===== src/rtl/i2c_pkg.sv =====
// Shared I2C definitions: target FSM states, ACK/NACK line levels and the default target address.
package i2c_pkg;

  typedef enum logic [3:0] {
    ST_IDLE,
    ST_ADDR,
    ST_ADDR_ACK,
    ST_PTR,
    ST_PTR_ACK,
    ST_WDATA,
    ST_WDATA_ACK,
    ST_RDATA,
    ST_RDATA_ACK,
    ST_IGNORE
  } i2c_tgt_state_t;

  localparam logic       I2C_ACK          = 1'b0;
  localparam logic       I2C_NACK         = 1'b1;
  localparam logic [6:0] I2C_DEF_DEV_ADDR = 7'h42;

endpackage


===== src/rtl/i2c_line_filter.sv =====
// Bus line conditioner: 2-FF synchroniser, glitch filter needing FILT_LEN agreeing samples,
// and single-cycle rise/fall strobes aligned with the filtered level change.
module i2c_line_filter #(
  parameter int FILT_LEN = 3
) (
  input  logic i_clk,
  input  logic i_rst,
  input  logic i_in,
  output logic o_lvl,
  output logic o_rise,
  output logic o_fall
);

  localparam int CW = (FILT_LEN > 1) ? $clog2(FILT_LEN) : 1;

  logic          r_s1;
  logic          r_s2;
  logic          r_lvl;
  logic          r_rise;
  logic          r_fall;
  logic [CW-1:0] r_cnt;

  // Idle bus level is high, so the filter comes out of reset believing the line is released.
  always_ff @(posedge i_clk) begin
    if (i_rst) begin
      r_s1   <= 1'b1;
      r_s2   <= 1'b1;
      r_lvl  <= 1'b1;
      r_cnt  <= '0;
      r_rise <= 1'b0;
      r_fall <= 1'b0;
    end else begin
      r_s1   <= i_in;
      r_s2   <= r_s1;
      r_rise <= 1'b0;
      r_fall <= 1'b0;
      if (r_s2 == r_lvl) begin
        r_cnt <= '0;
      end else if (r_cnt == CW'(FILT_LEN - 1)) begin
        r_lvl  <= r_s2;
        r_cnt  <= '0;
        r_rise <= r_s2;
        r_fall <= ~r_s2;
      end else begin
        r_cnt <= r_cnt + 1'b1;
      end
    end
  end

  assign o_lvl  = r_lvl;
  assign o_rise = r_rise;
  assign o_fall = r_fall;

endmodule


===== src/rtl/i2c_target_regs.sv =====
// I2C target exposing a byte-addressed register window: pointer write, then burst
// read or write with auto-increment. Open-drain pins; SCL is never stretched.
module i2c_target_regs
  import i2c_pkg::*;
#(
  parameter logic [6:0] DEV_ADDR = I2C_DEF_DEV_ADDR,
  parameter int         REG_AW   = 4,
  parameter int         FILT_LEN = 3
) (
  input  logic              clk_clk,
  input  logic              reset_reset,
  input  logic              i2c_sda_in,
  input  logic              i2c_scl_in,
  output logic              i2c_sda_oe,
  output logic              i2c_scl_oe,
  output logic              reg_wr_valid,
  output logic [7:0]        reg_wr_data,
  output logic              reg_rd_req,
  input  logic [7:0]        reg_rd_data,
  output logic [REG_AW-1:0] reg_addr,
  output logic              busy
);

  logic w_scl_lvl, w_scl_rise, w_scl_fall;
  logic w_sda_lvl, w_sda_rise, w_sda_fall;
  logic w_scl_edge, w_start, w_stop;

  i2c_line_filter #(.FILT_LEN(FILT_LEN)) u_scl_filt (
    .i_clk (clk_clk),
    .i_rst (reset_reset),
    .i_in  (i2c_scl_in),
    .o_lvl (w_scl_lvl),
    .o_rise(w_scl_rise),
    .o_fall(w_scl_fall)
  );

  i2c_line_filter #(.FILT_LEN(FILT_LEN)) u_sda_filt (
    .i_clk (clk_clk),
    .i_rst (reset_reset),
    .i_in  (i2c_sda_in),
    .o_lvl (w_sda_lvl),
    .o_rise(w_sda_rise),
    .o_fall(w_sda_fall)
  );

  // An SCL edge in the same clock as an SDA edge means a data change, never a bus condition.
  assign w_scl_edge = w_scl_rise | w_scl_fall;
  assign w_start    = w_sda_fall & w_scl_lvl & ~w_scl_edge;
  assign w_stop     = w_sda_rise & w_scl_lvl & ~w_scl_edge;

  i2c_tgt_state_t    r_state, w_state_nxt;
  logic [7:0]        r_shift, w_shift_nxt;
  logic [3:0]        r_bitcnt, w_bitcnt_nxt;
  logic              r_rw, w_rw_nxt;
  logic              r_mack, w_mack_nxt;
  logic              r_sda_oe, w_sda_oe_nxt;
  logic              r_wr_valid, w_wr_valid_nxt;
  logic [7:0]        r_wr_data, w_wr_data_nxt;
  logic              r_rd_req, w_rd_req_nxt;
  logic              r_ld_p1;
  logic [REG_AW-1:0] r_addr, w_addr_nxt;
  logic              r_busy, w_busy_nxt;

  always_comb begin
    w_state_nxt    = r_state;
    w_shift_nxt    = r_shift;
    w_bitcnt_nxt   = r_bitcnt;
    w_rw_nxt       = r_rw;
    w_mack_nxt     = r_mack;
    w_sda_oe_nxt   = r_sda_oe;
    w_wr_valid_nxt = 1'b0;
    w_wr_data_nxt  = r_wr_data;
    w_rd_req_nxt   = 1'b0;
    w_addr_nxt     = r_addr;
    w_busy_nxt     = r_busy;

    if (w_stop) begin
      w_state_nxt  = ST_IDLE;
      w_sda_oe_nxt = 1'b0;
      w_busy_nxt   = 1'b0;
    end else if (w_start) begin
      w_state_nxt  = ST_ADDR;
      w_bitcnt_nxt = 4'd0;
      w_sda_oe_nxt = 1'b0;
      w_busy_nxt   = 1'b1;
    end else begin
      // Fabric data arrives one clock after the request; present its MSB straight away.
      if (r_ld_p1) begin
        w_shift_nxt  = reg_rd_data;
        w_sda_oe_nxt = ~reg_rd_data[7];
      end
      case (r_state)
        ST_ADDR, ST_PTR, ST_WDATA: begin
          if (w_scl_rise && r_bitcnt < 4'd8) begin
            w_shift_nxt  = {r_shift[6:0], w_sda_lvl};
            w_bitcnt_nxt = r_bitcnt + 4'd1;
            if (r_state == ST_WDATA && r_bitcnt == 4'd7) begin
              w_wr_valid_nxt = 1'b1;
              w_wr_data_nxt  = {r_shift[6:0], w_sda_lvl};
            end
          end else if (w_scl_fall && r_bitcnt == 4'd8) begin
            if (r_state == ST_ADDR) begin
              if (r_shift[7:1] == DEV_ADDR) begin
                w_state_nxt  = ST_ADDR_ACK;
                w_sda_oe_nxt = 1'b1;
                w_rw_nxt     = r_shift[0];
              end else begin
                w_state_nxt = ST_IGNORE;
              end
            end else if (r_state == ST_PTR) begin
              w_state_nxt  = ST_PTR_ACK;
              w_sda_oe_nxt = 1'b1;
              w_addr_nxt   = r_shift[REG_AW-1:0];
            end else begin
              w_state_nxt  = ST_WDATA_ACK;
              w_sda_oe_nxt = 1'b1;
            end
          end
        end
        ST_ADDR_ACK: begin
          if (w_scl_fall) begin
            w_sda_oe_nxt = 1'b0;
            w_bitcnt_nxt = 4'd0;
            if (r_rw) begin
              w_state_nxt  = ST_RDATA;
              w_rd_req_nxt = 1'b1;
            end else begin
              w_state_nxt = ST_PTR;
            end
          end
        end
        ST_PTR_ACK, ST_WDATA_ACK: begin
          if (w_scl_fall) begin
            w_sda_oe_nxt = 1'b0;
            w_bitcnt_nxt = 4'd0;
            w_state_nxt  = ST_WDATA;
            if (r_state == ST_WDATA_ACK) w_addr_nxt = r_addr + REG_AW'(1);
          end
        end
        ST_RDATA: begin
          if (w_scl_rise && r_bitcnt < 4'd8) begin
            w_bitcnt_nxt = r_bitcnt + 4'd1;
          end else if (w_scl_fall && r_bitcnt == 4'd8) begin
            w_state_nxt  = ST_RDATA_ACK;
            w_sda_oe_nxt = 1'b0;
          end else if (w_scl_fall && r_bitcnt != 4'd0) begin
            w_shift_nxt  = {r_shift[6:0], 1'b0};
            w_sda_oe_nxt = ~r_shift[6];
          end
        end
        ST_RDATA_ACK: begin
          if (w_scl_rise) begin
            w_mack_nxt = w_sda_lvl;
          end else if (w_scl_fall) begin
            w_sda_oe_nxt = 1'b0;
            w_bitcnt_nxt = 4'd0;
            if (r_mack == I2C_ACK) begin
              w_state_nxt  = ST_RDATA;
              w_addr_nxt   = r_addr + REG_AW'(1);
              w_rd_req_nxt = 1'b1;
            end else begin
              w_state_nxt = ST_IGNORE;
            end
          end
        end
        default: ;
      endcase
    end
  end

  always_ff @(posedge clk_clk) begin
    r_shift <= w_shift_nxt;
    r_rw    <= w_rw_nxt;
    r_mack  <= w_mack_nxt;
    if (reset_reset) begin
      r_state    <= ST_IDLE;
      r_bitcnt   <= 4'd0;
      r_sda_oe   <= 1'b0;
      r_wr_valid <= 1'b0;
      r_wr_data  <= 8'd0;
      r_rd_req   <= 1'b0;
      r_ld_p1    <= 1'b0;
      r_addr     <= '0;
      r_busy     <= 1'b0;
    end else begin
      r_state    <= w_state_nxt;
      r_bitcnt   <= w_bitcnt_nxt;
      r_sda_oe   <= w_sda_oe_nxt;
      r_wr_valid <= w_wr_valid_nxt;
      r_wr_data  <= w_wr_data_nxt;
      r_rd_req   <= w_rd_req_nxt;
      r_ld_p1    <= r_rd_req;
      r_addr     <= w_addr_nxt;
      r_busy     <= w_busy_nxt;
    end
  end

  assign i2c_sda_oe   = r_sda_oe;
  assign i2c_scl_oe   = 1'b0;
  assign reg_wr_valid = r_wr_valid;
  assign reg_wr_data  = r_wr_data;
  assign reg_rd_req   = r_rd_req;
  assign reg_addr     = r_addr;
  assign busy         = r_busy;

endmodule


===== config.mk =====
export PLATFORM = sky130hd
export DESIGN_NAME = i2c_target_regs
export DESIGN_NICKNAME = d
export VERILOG_FILES = /design/src/rtl/i2c_pkg.sv /design/src/rtl/i2c_line_filter.sv /design/src/rtl/i2c_target_regs.sv
export SDC_FILE = /design/constraint.sdc
export NUM_CORES = 1
export LEC_CHECK = 0
export ABC_AREA = 1
export ABC_CLOCK_PERIOD_IN_PS = 3700
export CORE_ASPECT_RATIO = 2
export CORE_MARGIN = 3
export CORE_UTILIZATION = 46
export DETAILED_ROUTE_END_ITERATION = 12
export DONT_BUFFER_PORTS = 1
export MAX_ROUTING_LAYER = met4
export SLEW_MARGIN = 25
export SYNTH_ARGS = -nofsm -noshare
export SYNTH_HDL_FRONTEND = slang
export SYNTH_HIERARCHICAL = 1
export SYNTH_SLANG_ARGS = --single-unit

===== constraint.sdc =====
create_clock -name clk_clk -period 3.7 [get_ports clk_clk]
set_clock_uncertainty 0.1 [all_clocks]
set_input_delay 0.185 -clock clk_clk [delete_from_list [all_inputs] [get_ports clk_clk]]
set_output_delay 0.185 -clock clk_clk [all_outputs]
set_load 0.005 [all_outputs]

==> summary.txt, run 1 <==
Final Critical Period: 2.14 ns
Pwr per Cell Area: 556 mW/mm^2
Rel. slew slack: 46.8%
CTS tree: yes
Sink Count: 49
Initial Util: 48.7%
Finished Core Util: 51.6%
Ports: 29
placed cells: 417
FF-to-FF setup slack: 1.56 ns
routability cong.: 1.00
CTS H-tree lvls: 2
Post-Route WL: 6500 um
worst hold slack: 0.0513 ns
# setup viols final: 0
CP Capture Type: register
chip height: 114 um
Top FF cell, synth: dfxtp_1
postcts setup bufs: 0
Ys Warns: 6
worst skew pair latency: 0.31 ns
TritonCTS Buffers: 5
Peak supply drop: 0.000460 V
peak fanout along the critical path: 9
CP Data Arrival Time: 2.29 ns
Final nets: 384
layout cells sized above 1: 13.6%
Yosys cell types: 35
max cap viols: 0
setup tns final: 0 ns
synthesized instance count: 364
CP Class: reg2reg
#FFs+latches synth: 49
DIE AREA: 0.00685 mm^2
Hold WC Path Type: in2reg
Longest Clk Path Bufs: 2
Worst Max-Slew Pin Slew: 0.796 ns
Syn Nets: 381
global-route wire length before repair: 10700 um
fmax: 467 MHz
drc violations: 0
die width: 60.0 um
RSZ-0062 raised after global routing: no
CTS clk-pin slew, worst paths: 0.09 ns
First DRT Iteration DRCs: 125
multi-input logic area: 0.00135 mm^2
GRT Residual Overflow: 0
vias per inst: 5.43
via count: 2322
Hold Violations, Final: 0
antenna-violating nets left: 0
vias in the first global route: 2216
critical path required time: 3.85 ns
commonest non-fill, non-tap cell in the layout: nand2_1
Tcrit/Tclk final: 57.9%
DP Wirelength: 4980 um
Root Buffer: clkbuf_8
EDFF count, synth: 10
first drt pass iteration count: 4
CP Launch Type: register
Mapped Avg Cell Area: 7.38 um^2
Total Routing Usage GR: 21.6%
register area: 0.00108 mm^2
initial antenna violation count: 0
Fillers: 575
mapped cell area: 0.00269 mm^2
Area growth syn-to-layout: 6.01%
status: complete, no violations
IO buf count: 0
sequential fraction of the synthesis area: 40.3%
fin cells: 428
overall power: 1.58 mW
core area: 0.00552 mm^2
routed length per instance: 15.2 um
LEAKAGE: 1.36 nW
largest net degree at the start of global routing: 16
# diodes: 0
Rows: 38
async set or reset register ratio after synthesis: 0%
most frequent cells in the layout: nand2_1, inv_1, nor2_1
Final Max Slew Viols: 0
synthesized netlist by cell type (all sizes together) (3+ instances only):
| cell | n | share of area (%) |
|---|---|---|
| inv | 54 | 7.5 |
| or2 | 4 | 0.93 |
| nand3 | 35 | 7.5 |
| ha | 5 | 2.3 |
| nor2 | 51 | 9.0 |
| buf | 6 | 1.9 |
| edfxtp | 10 | 11 |
| nor3 | 3 | 0.75 |
| nand4 | 13 | 3.5 |
| nand2 | 80 | 13 |
| dfxtp | 39 | 29 |
| a21oi | 26 | 5.3 |
| o21ai | 27 | 5.2 |
flip-flops by register name, indices dropped and copies added, names as in the netlist, 2 cells and up:
name,cells
r_state,4
r_bitcnt,4
reg_addr,4
r_shift,8
u_scl_filt/r_cnt,2
u_sda_filt/r_cnt,2
reg_wr_data,8
layer usage:
metal	GRT usage, %	share of wire, %	up-vias
met5	-	0	-
li1	-	-	1186
met2	37.1	56	60
met4	10.8	3.5	0
met3	3.40	4.1	16
met1	22.9	37	1060
final timing paths:
path,start,to,depth (start not counted)
max,u_scl_filt/o_rise,reg_wr_data[0],8
max reg2reg,u_scl_filt/o_rise,reg_wr_data[0],8
min reg2reg,u_scl_filt/r_cnt[0],u_scl_filt/r_cnt[0],1
min,reg_rd_data[6],r_shift[6],2
per-stage QoR:
step                      area, um^2  setup WS [ns]
after detailed placement        2710           1.55
after global placement          2710           1.65
after CTS                       2850           1.53
after floorplan                 2690           1.99
after global routing            2850           1.41
final                           2850           1.56
area by class of cell:
class | count | share of cell area [%]
clock buffer | 6 | 2.55
clock inverter | 2 | 1.36
inverter | 54 | 7.12
multi-input combinational | 254 | 47.3
sequential | 49 | 38.0
tap | 60 | 2.64
timing repair buffer | 3 | 1.05
power breakdown:
| part | internal (mW) | total, mW | switching [mW] |
|---|---|---|---|
| clock | 0.203 | 0.397 | 0.194 |
| combinational | 0.177 | 0.536 | 0.359 |
| sequential | 0.591 | 0.649 | 0.0580 |
| total | 0.971 | 1.58 | 0.611 |
logic make-up (layout without fill, tap and decap cells):
| group | after synthesis | after routing | share of synthesized area, % |
|---|---|---|---|
| flip-flops | 49 | 49 | 40.3 |
| other | 1 | 1 | 0.140 |
| adder cells (fa/ha/maj) | 5 | 5 | 2.33 |
| AND/OR/NAND/NOR | 186 | 186 | 34.7 |
| XOR/XNOR | 2 | 2 | 0.652 |
| AO/OA/AOI/OAI | 60 | 60 | 12.3 |
| buffers and inverters | 61 | 65 | 9.60 |
critical path, cell delays in order, from the launching register on:
cell and delay, ns:
dfxtp_1 0.54, nor2_2 0.10, nand3_2 0.11, inv_1 0.06, nor2_1 0.61, nand2_2 0.19, nor2_4 0.20, a21oi_1 0.06
a21oi_1 0.11
timing repair:
| action | 4_1_cts | 5_1_grt |
|---|---|---|
| hold buffers | 3 | 0 |
| resized for setup | 0 | 0 |
| endpoints found under the hold margin | 20 | 0 |
| setup endpoints to repair | 0 | 0 |
(Power assumes the default switching activity.)
==> run 2: changes to the inputs <==
- ABC_CLOCK_PERIOD_IN_PS: 3700 -> 2200
- clock period: 3.7 -> 2.2 ns (I/O delays scaled with it)
==> run 2 against run 1 <==
Compared with the run above:
- power rose by 61%
- clock power rose by 38%
- critical path depth fell by 1
- utilization rose by 1.1 points
- register-to-register slack got worse by 1.2 ns
- flip-flop and latch count did not move
- sequential share of layout area fell by 0.80 points
- routed wire length fell by 0.95%
- via count fell by 1.2%
- critical path type unchanged
- largest power group unchanged
==> summary.txt, run 2 (synthesis gave the netlist of run 1 again) <==
post-CTS sizing: 0 (unchanged)
Area after DPL: 0.00273 mm^2 (+0.83%)
Net Sw Frac: 38.9% (+0.27 points)
layout cells sized above 1: 13.8% (+0.21 points)
FF-to-FF setup slack: 0.31 ns (-1.25 ns)
Post-Route WL: 6440 um (-0.95%)
CTS H-tree lvls: 2 (unchanged)
clock share of power: 21.4% (-3.7 points)
register area: 0.00108 mm^2 (unchanged)
overall power: 2.54 mW (+61%)
routed length per instance: 14.7 um (-3.0%)
crit path capture: r_shift[2]
DIE AREA: 0.00685 mm^2 (unchanged)
GRT Residual Overflow: 0 (unchanged)
chip height: 114 um (unchanged)
Final Critical Period: 1.89 ns (-0.251 ns)
Area growth syn-to-layout: 8.29%
Worst Max-Slew Pin Slew: 0.526 ns (-0.270 ns)
Root Buffer: clkbuf_8
Fillers: 561 (-2.4%)
CP Depth: 7 (-1)
Hold Violations, Final: 0 (unchanged)
CP Data Arrival Time: 1.83 ns (-0.46 ns)
drc violations: 0 (unchanged)
global-route wire length before repair: 10900 um (+1.9%)
First DRT Iteration DRCs: 124 (-0.80%)
worst skew pair latency: 0.30 ns (about the same)
combinational power share: 35.8% (+1.9 points)
DP Wirelength: 5050 um (+1.4%)
peak fanout along the critical path: 14 (+5)
Sink Count: 49 (unchanged)
Total Routing Usage GR: 21.9% (+0.29 points)
Hold WC Path Type: in2reg
CP Class: reg2reg
Rows: 38 (unchanged)
# setup viols final: 0 (unchanged)
first drt pass iteration count: 4 (unchanged)
# diodes: 0 (unchanged)
vias in the first global route: 2377 (+7.3%)
cell chain of the critical path: inv_2 > nor2_1 > nand2_1 > nand2_2 > nand3_1 > o21ai_2 > o21ai_0
CP Launch Type: register
critical path's largest stage delay: 0.50 ns (-0.11 ns)
multi-input logic area: 0.00135 mm^2 (unchanged)
total internal power: 1.55 mW (+60%)
Sequential Power Share: 42.8% (+1.8 points)
status: complete, no violations
Final nets: 393 (+2.3%)
Peak supply drop: 0.000737 V (+60%)
IO buf count: 0 (unchanged)
CTS clk-pin slew, worst paths: 0.09 ns (about the same)
fmax: 529 MHz (+13%)
Pwr per Cell Area: 875 mW/mm^2 (+57%)
vias per inst: 5.25 (-3.2%)
Switching Power: 0.990 mW (+62%)
Initial Util: 48.7% (unchanged)
Final WS setup: 0.309 ns (-1.25 ns)
reg2reg path depth: 7 (-1)
DP Worst Slack: 0.301 ns (-1.25 ns)
largest net degree at the start of global routing: 16 (unchanged)
Finished Cell Area: 0.00291 mm^2 (+2.2%)
routability cong.: 0.927 (-7.5%)
most frequent cells in the layout: nand2_1, inv_1, nor2_1
die width: 60.0 um (unchanged)
core area: 0.00552 mm^2 (unchanged)
Longest Clk Path Bufs: 2 (unchanged)
max cap viols: 0 (unchanged)
Buf/Inv on CP: 1 (unchanged)
FF-to-FF End: r_shift[2]
Slowest cell on crit path: dfxtp_1
Rel. slew slack: 64.8% (+18 points)
commonest non-fill, non-tap cell in the layout: nand2_1
TritonCTS Buffers: 5 (unchanged)
CTS tree: yes
Ports: 29 (unchanged)
LEAKAGE: 1.39 nW (+2.1%)
via count: 2294 (-1.2%)
antenna-violating nets left: 0 (unchanged)
RR Startpoint: r_state[0]
Final Max Slew Viols: 0 (unchanged)
CP Capture Type: register
Crit path max-delay family: simple AND/OR/NAND/NOR gates
critical path required time: 2.14 ns (-1.71 ns)
setup tns final: 0 ns (unchanged)
initial antenna violation count: 0 (unchanged)
RSZ-0062 raised after global routing: no
Tcrit/Tclk final: 86.0% (+28 points)
Hold Crit Start: reg_rd_data[0]
Critical Path Start: r_state[0]
## run 2: changes by cell type in the layout (fill, tap and decap cells not counted)
cell,before,now
clkbuf_1,1,2
clkbuf_8,5,6
dlygate4sd3_1,3,9
bufinv_16,1,0
buf_4,0,3
clkinv_4,1,0
## run 2: final cells by class
type / count / area share [%]
multi-input combinational: 254 / 46.3
inverter: 54 / 6.97
timing repair buffer: 12 / 3.87
clock buffer: 8 / 3.10
sequential: 49 / 37.2
tap: 60 / 2.58
## run 2: worst min path at each step
stage,slack (ns),end,cells past startpoint
3_5_place_dp,0.08,reg_addr[0],1
3_3_place_gp,0.08,reg_addr[2],1
4_1_cts,0.02,r_shift[0],2
2_1_floorplan,0.08,reg_addr[0],1
6_report,0.03,r_shift[0],2
5_1_grt,0.05,r_shift[0],2
## run 2: worst reg2reg max path, cell delays in order, from the launching register on
cell and delay [ns]:
dfxtp_1 0.50, inv_2 0.10, nor2_1 0.20, nand2_1 0.09, nand2_2 0.12, nand3_1 0.12
o21ai_2 0.23, o21ai_0 0.16
## run 2: power groups by stage
stage	Sequential [mW]	Clock [mW]	Combinational, mW
4_1_cts	1.09	0.564	0.907
5_1_grt	1.10	0.595	1.04
3_3_place_gp	1.11	0	0.889
3_5_place_dp	1.11	0	0.888
2_1_floorplan	1.08	0	0.737
6_report	1.09	0.546	0.911
## run 2: layer usage
metal / global-route usage, % / up-vias / wire, um
li1: - / 1206 / -
met1: 22.2 / 1021 / 2440
met2: 38.2 / 49 / 3560
met3: 3.62 / 18 / 214
met4: 11.7 / 0 / 223
met5: - / - / 0
## run 2: timing repair
action | 4_1_cts | 5_1_grt
buffers inserted | 0 | 0
hold buffers | 9 | 0
endpoints found under the hold margin | 27 | 0
## run 2: per-stage QoR
| step | cells | hold WS, ns | utilization (%) |
|---|---|---|---|
| 2_1_floorplan | 364 | 0.0791 | - |
| 3_3_place_gp | 420 | 0.0813 | 49.5 |
| 3_5_place_dp | 420 | 0.0834 | 49.5 |
| 4_1_cts | 437 | 0.0195 | 52.7 |
| 5_1_grt | 437 | 0.0536 | 52.7 |
| 6_report | 437 | 0.0337 | 52.7 |
==> run 3: changes to the inputs <==
- ABC_AREA: 1 -> not set
==> run 3 against run 2 <==
Compared with the run above:
- global-route usage up 0.13 points
- critical path depth down 2
- combinational power down 94%
- largest cell class unchanged
- largest power group unchanged
==> summary.txt, run 3 <==
Root Buffer: clkbuf_8
Final nets: 311 (-21%)
routability cong.: 0.949 (+2.4%)
status: complete, no violations
Yosys cell types: 55 (+57%)
initial antenna violation count: 0 (unchanged)
postcts setup bufs: 0 (unchanged)
reg2reg path depth: 5 (-2)
LEAKAGE: 1.06 nW (-24%)
mapped cell area: 0.00252 mm^2 (-6.1%)
CP Data Arrival Time: 2.09 ns (+0.26 ns)
peak fanout along the critical path: 8 (-6)
top-count cell post-synth: dfxtp_1
routed length per instance: 18.4 um (+25%)
Final Critical Period: 2.02 ns (+0.125 ns)
CTS H-tree lvls: 2 (unchanged)
sequential fraction of the synthesis area: 42.9% (+2.6 points)
top cells by area, synth: dfxtp_1, edfxtp_1, mux2i_1
CTS clk-pin slew, worst paths: 0.09 ns (about the same)
die width: 58.4 um (-2.8%)
worst hold stages: 2 (unchanged)
Ports: 29 (unchanged)
layout cells sized above 1: 16.6% (+2.8 points)
Final WS setup: 0.184 ns (-0.125 ns)
core area: 0.00523 mm^2 (-5.1%)
grt met3 use: 3.38% (-0.24 points)
vias per inst: 6.01 (+14%)
vias in the first global route: 2169 (-8.8%)
Tcrit/Tclk final: 91.6% (+5.7 points)
met1 Use GR: 20.9% (-1.3 points)
Area growth syn-to-layout: 12.8%
Mapped Avg Cell Area: 9.20 um^2 (+25%)
Top FF cell, synth: dfxtp_1
async set or reset register ratio after synthesis: 0% (unchanged)
worst skew pair latency: 0.31 ns (about the same)
DP Wirelength: 4870 um (-3.6%)
worst hold slack: 0.00894 ns (-0.0248 ns)
Rel. slew slack: 62.1% (-2.7 points)
max cap viols: 0 (unchanged)
largest net degree at the start of global routing: 35 (+19)
DIE AREA: 0.00646 mm^2 (-5.6%)
chip height: 111 um (-2.9%)
DP Worst Slack: 0.171 ns (-0.130 ns)
Rows: 37 (-2.6%)
setup tns final: 0 ns (unchanged)
Syn Nets: 291 (-24%)
first drt pass iteration count: 4 (unchanged)
antenna-violating nets left: 0 (unchanged)
# diodes: 0 (unchanged)
critical path required time: 2.27 ns (+0.13 ns)
via count: 2120 (-7.6%)
overall power: 1.54 mW (-39%)
Longest Clk Path Bufs: 2 (unchanged)
EDFF count, synth: 10 (unchanged)
Worst Max-Slew Pin Slew: 0.568 ns (+0.0422 ns)
TritonCTS Buffers: 5 (unchanged)
Post-Route WL: 6490 um (+0.81%)
synthesized instance count: 274 (-25%)
Sink Count: 49 (unchanged)
Final Max Slew Viols: 0 (unchanged)
First DRT Iteration DRCs: 94 (-24%)
Total Routing Usage GR: 22.0% (+0.13 points)
CTS tree: yes
post-synth top area cell: dfxtp_1
Area after DPL: 0.00267 mm^2 (-2.1%)
cell chain of the critical path: nor4b_4 > nand3_2 > a2111oi_4 > a21boi_1 > o22ai_1
Peak supply drop: 0.000425 V (-42%)
global-route wire length before repair: 10600 um (-2.5%)
GR Util met2: 39.6% (+1.4 points)
top-area cell type share of the netlist area: 31.0% (+1.9 points)
fmax: 496 MHz (-6.2%)
Hold Violations, Final: 0 (unchanged)
CP Launch Type: register
CP Class: reg2reg
# setup viols final: 0 (unchanged)
Synth top cells by count: dfxtp_1, nor2_1, a21oi_1, mux2i_1
Slowest cell on crit path: a2111oi_4
RSZ-0062 raised after global routing: no
most frequent cells in the layout: dfxtp_1, nor2_1, a21oi_1
Hold WC Path Type: in2reg
CP Capture Type: register
GRT busiest layer: met2
Initial Util: 48.2% (-0.49 points)
#FFs+latches synth: 49 (unchanged)
drc violations: 0 (unchanged)
critical path's largest stage delay: 0.51 ns (about the same)
Finished Cell Area: 0.00284 mm^2 (-2.2%)
Pwr per Cell Area: 543 mW/mm^2 (-38%)
Ys Warns: 6 (unchanged)
GRT Residual Overflow: 0 (unchanged)
IO buf count: 0 (unchanged)
commonest non-fill, non-tap cell in the layout: dfxtp_1
## run 3: cell families after synthesis
family | after synthesis | share of synthesized area [%]
xor gates and xnor gates | 2 | 0.695
AOI/OAI and AO/OA | 63 | 16.7
adders and majority gates | 5 | 2.48
and+or+nand+nor | 113 | 26.5
buffers and inverters | 25 | 4.12
muxes | 16 | 6.45
other | 1 | 0.149
DFF | 49 | 42.9
## run 3: worst paths after layout
kind / slack [ns] / start / to
worst max-delay path: 0.18 / r_state[0] / reg_addr[3]
worst min-delay path: 0.009 / reg_rd_data[0] / r_shift[0]
worst max register to register: 0.18 / r_state[0] / reg_addr[3]
worst min register to register: 0.32 / u_sda_filt/r_cnt[0] / u_sda_filt/r_cnt[0]
## run 3: per-layer routing
metal / vias to the layer above / wire length (um)
met4: 0 / 327
li1: 1027 / -
met1: 1015 / 2220
met2: 58 / 3670
met3: 20 / 266
met5: - / 0
## run 3: worst max-delay path, delay by kind of cell (launching register included)
family             cells  cell delay [ns]
and+or+nand+nor        2             0.57
AOI/OAI and AO/OA      3             0.83
DFF                    1             0.39
## run 3: area by class of cell
type                       count  area (um^2)
fill                         517         2390
sequential                    49         1080
clock buffer                   8         90.1
multi-input combinational    200         1340
inverter                      12         45.0
tap                           58         72.6
timing repair buffer          26          210
## run 3: power breakdown
group          internal (mW)  switching, mW
registers              0.925         0.0106
logic                 0.0281         0.0279
clock network          0.257          0.294
total                   1.21          0.333
## run 3: through the flow
stage / cells / util [%]
floorplan: 274 / -
global placement: 337 / 51.0
detailed placement: 337 / 51.0
CTS: 353 / 54.3
global route: 353 / 54.4
finish: 353 / 54.4
## run 3: what timing repair did
item	in CTS	in global routing
endpoints found under the hold margin	38	0
setup endpoints to repair	0	3
gates resized for setup	0	3
hold buffers	8	0
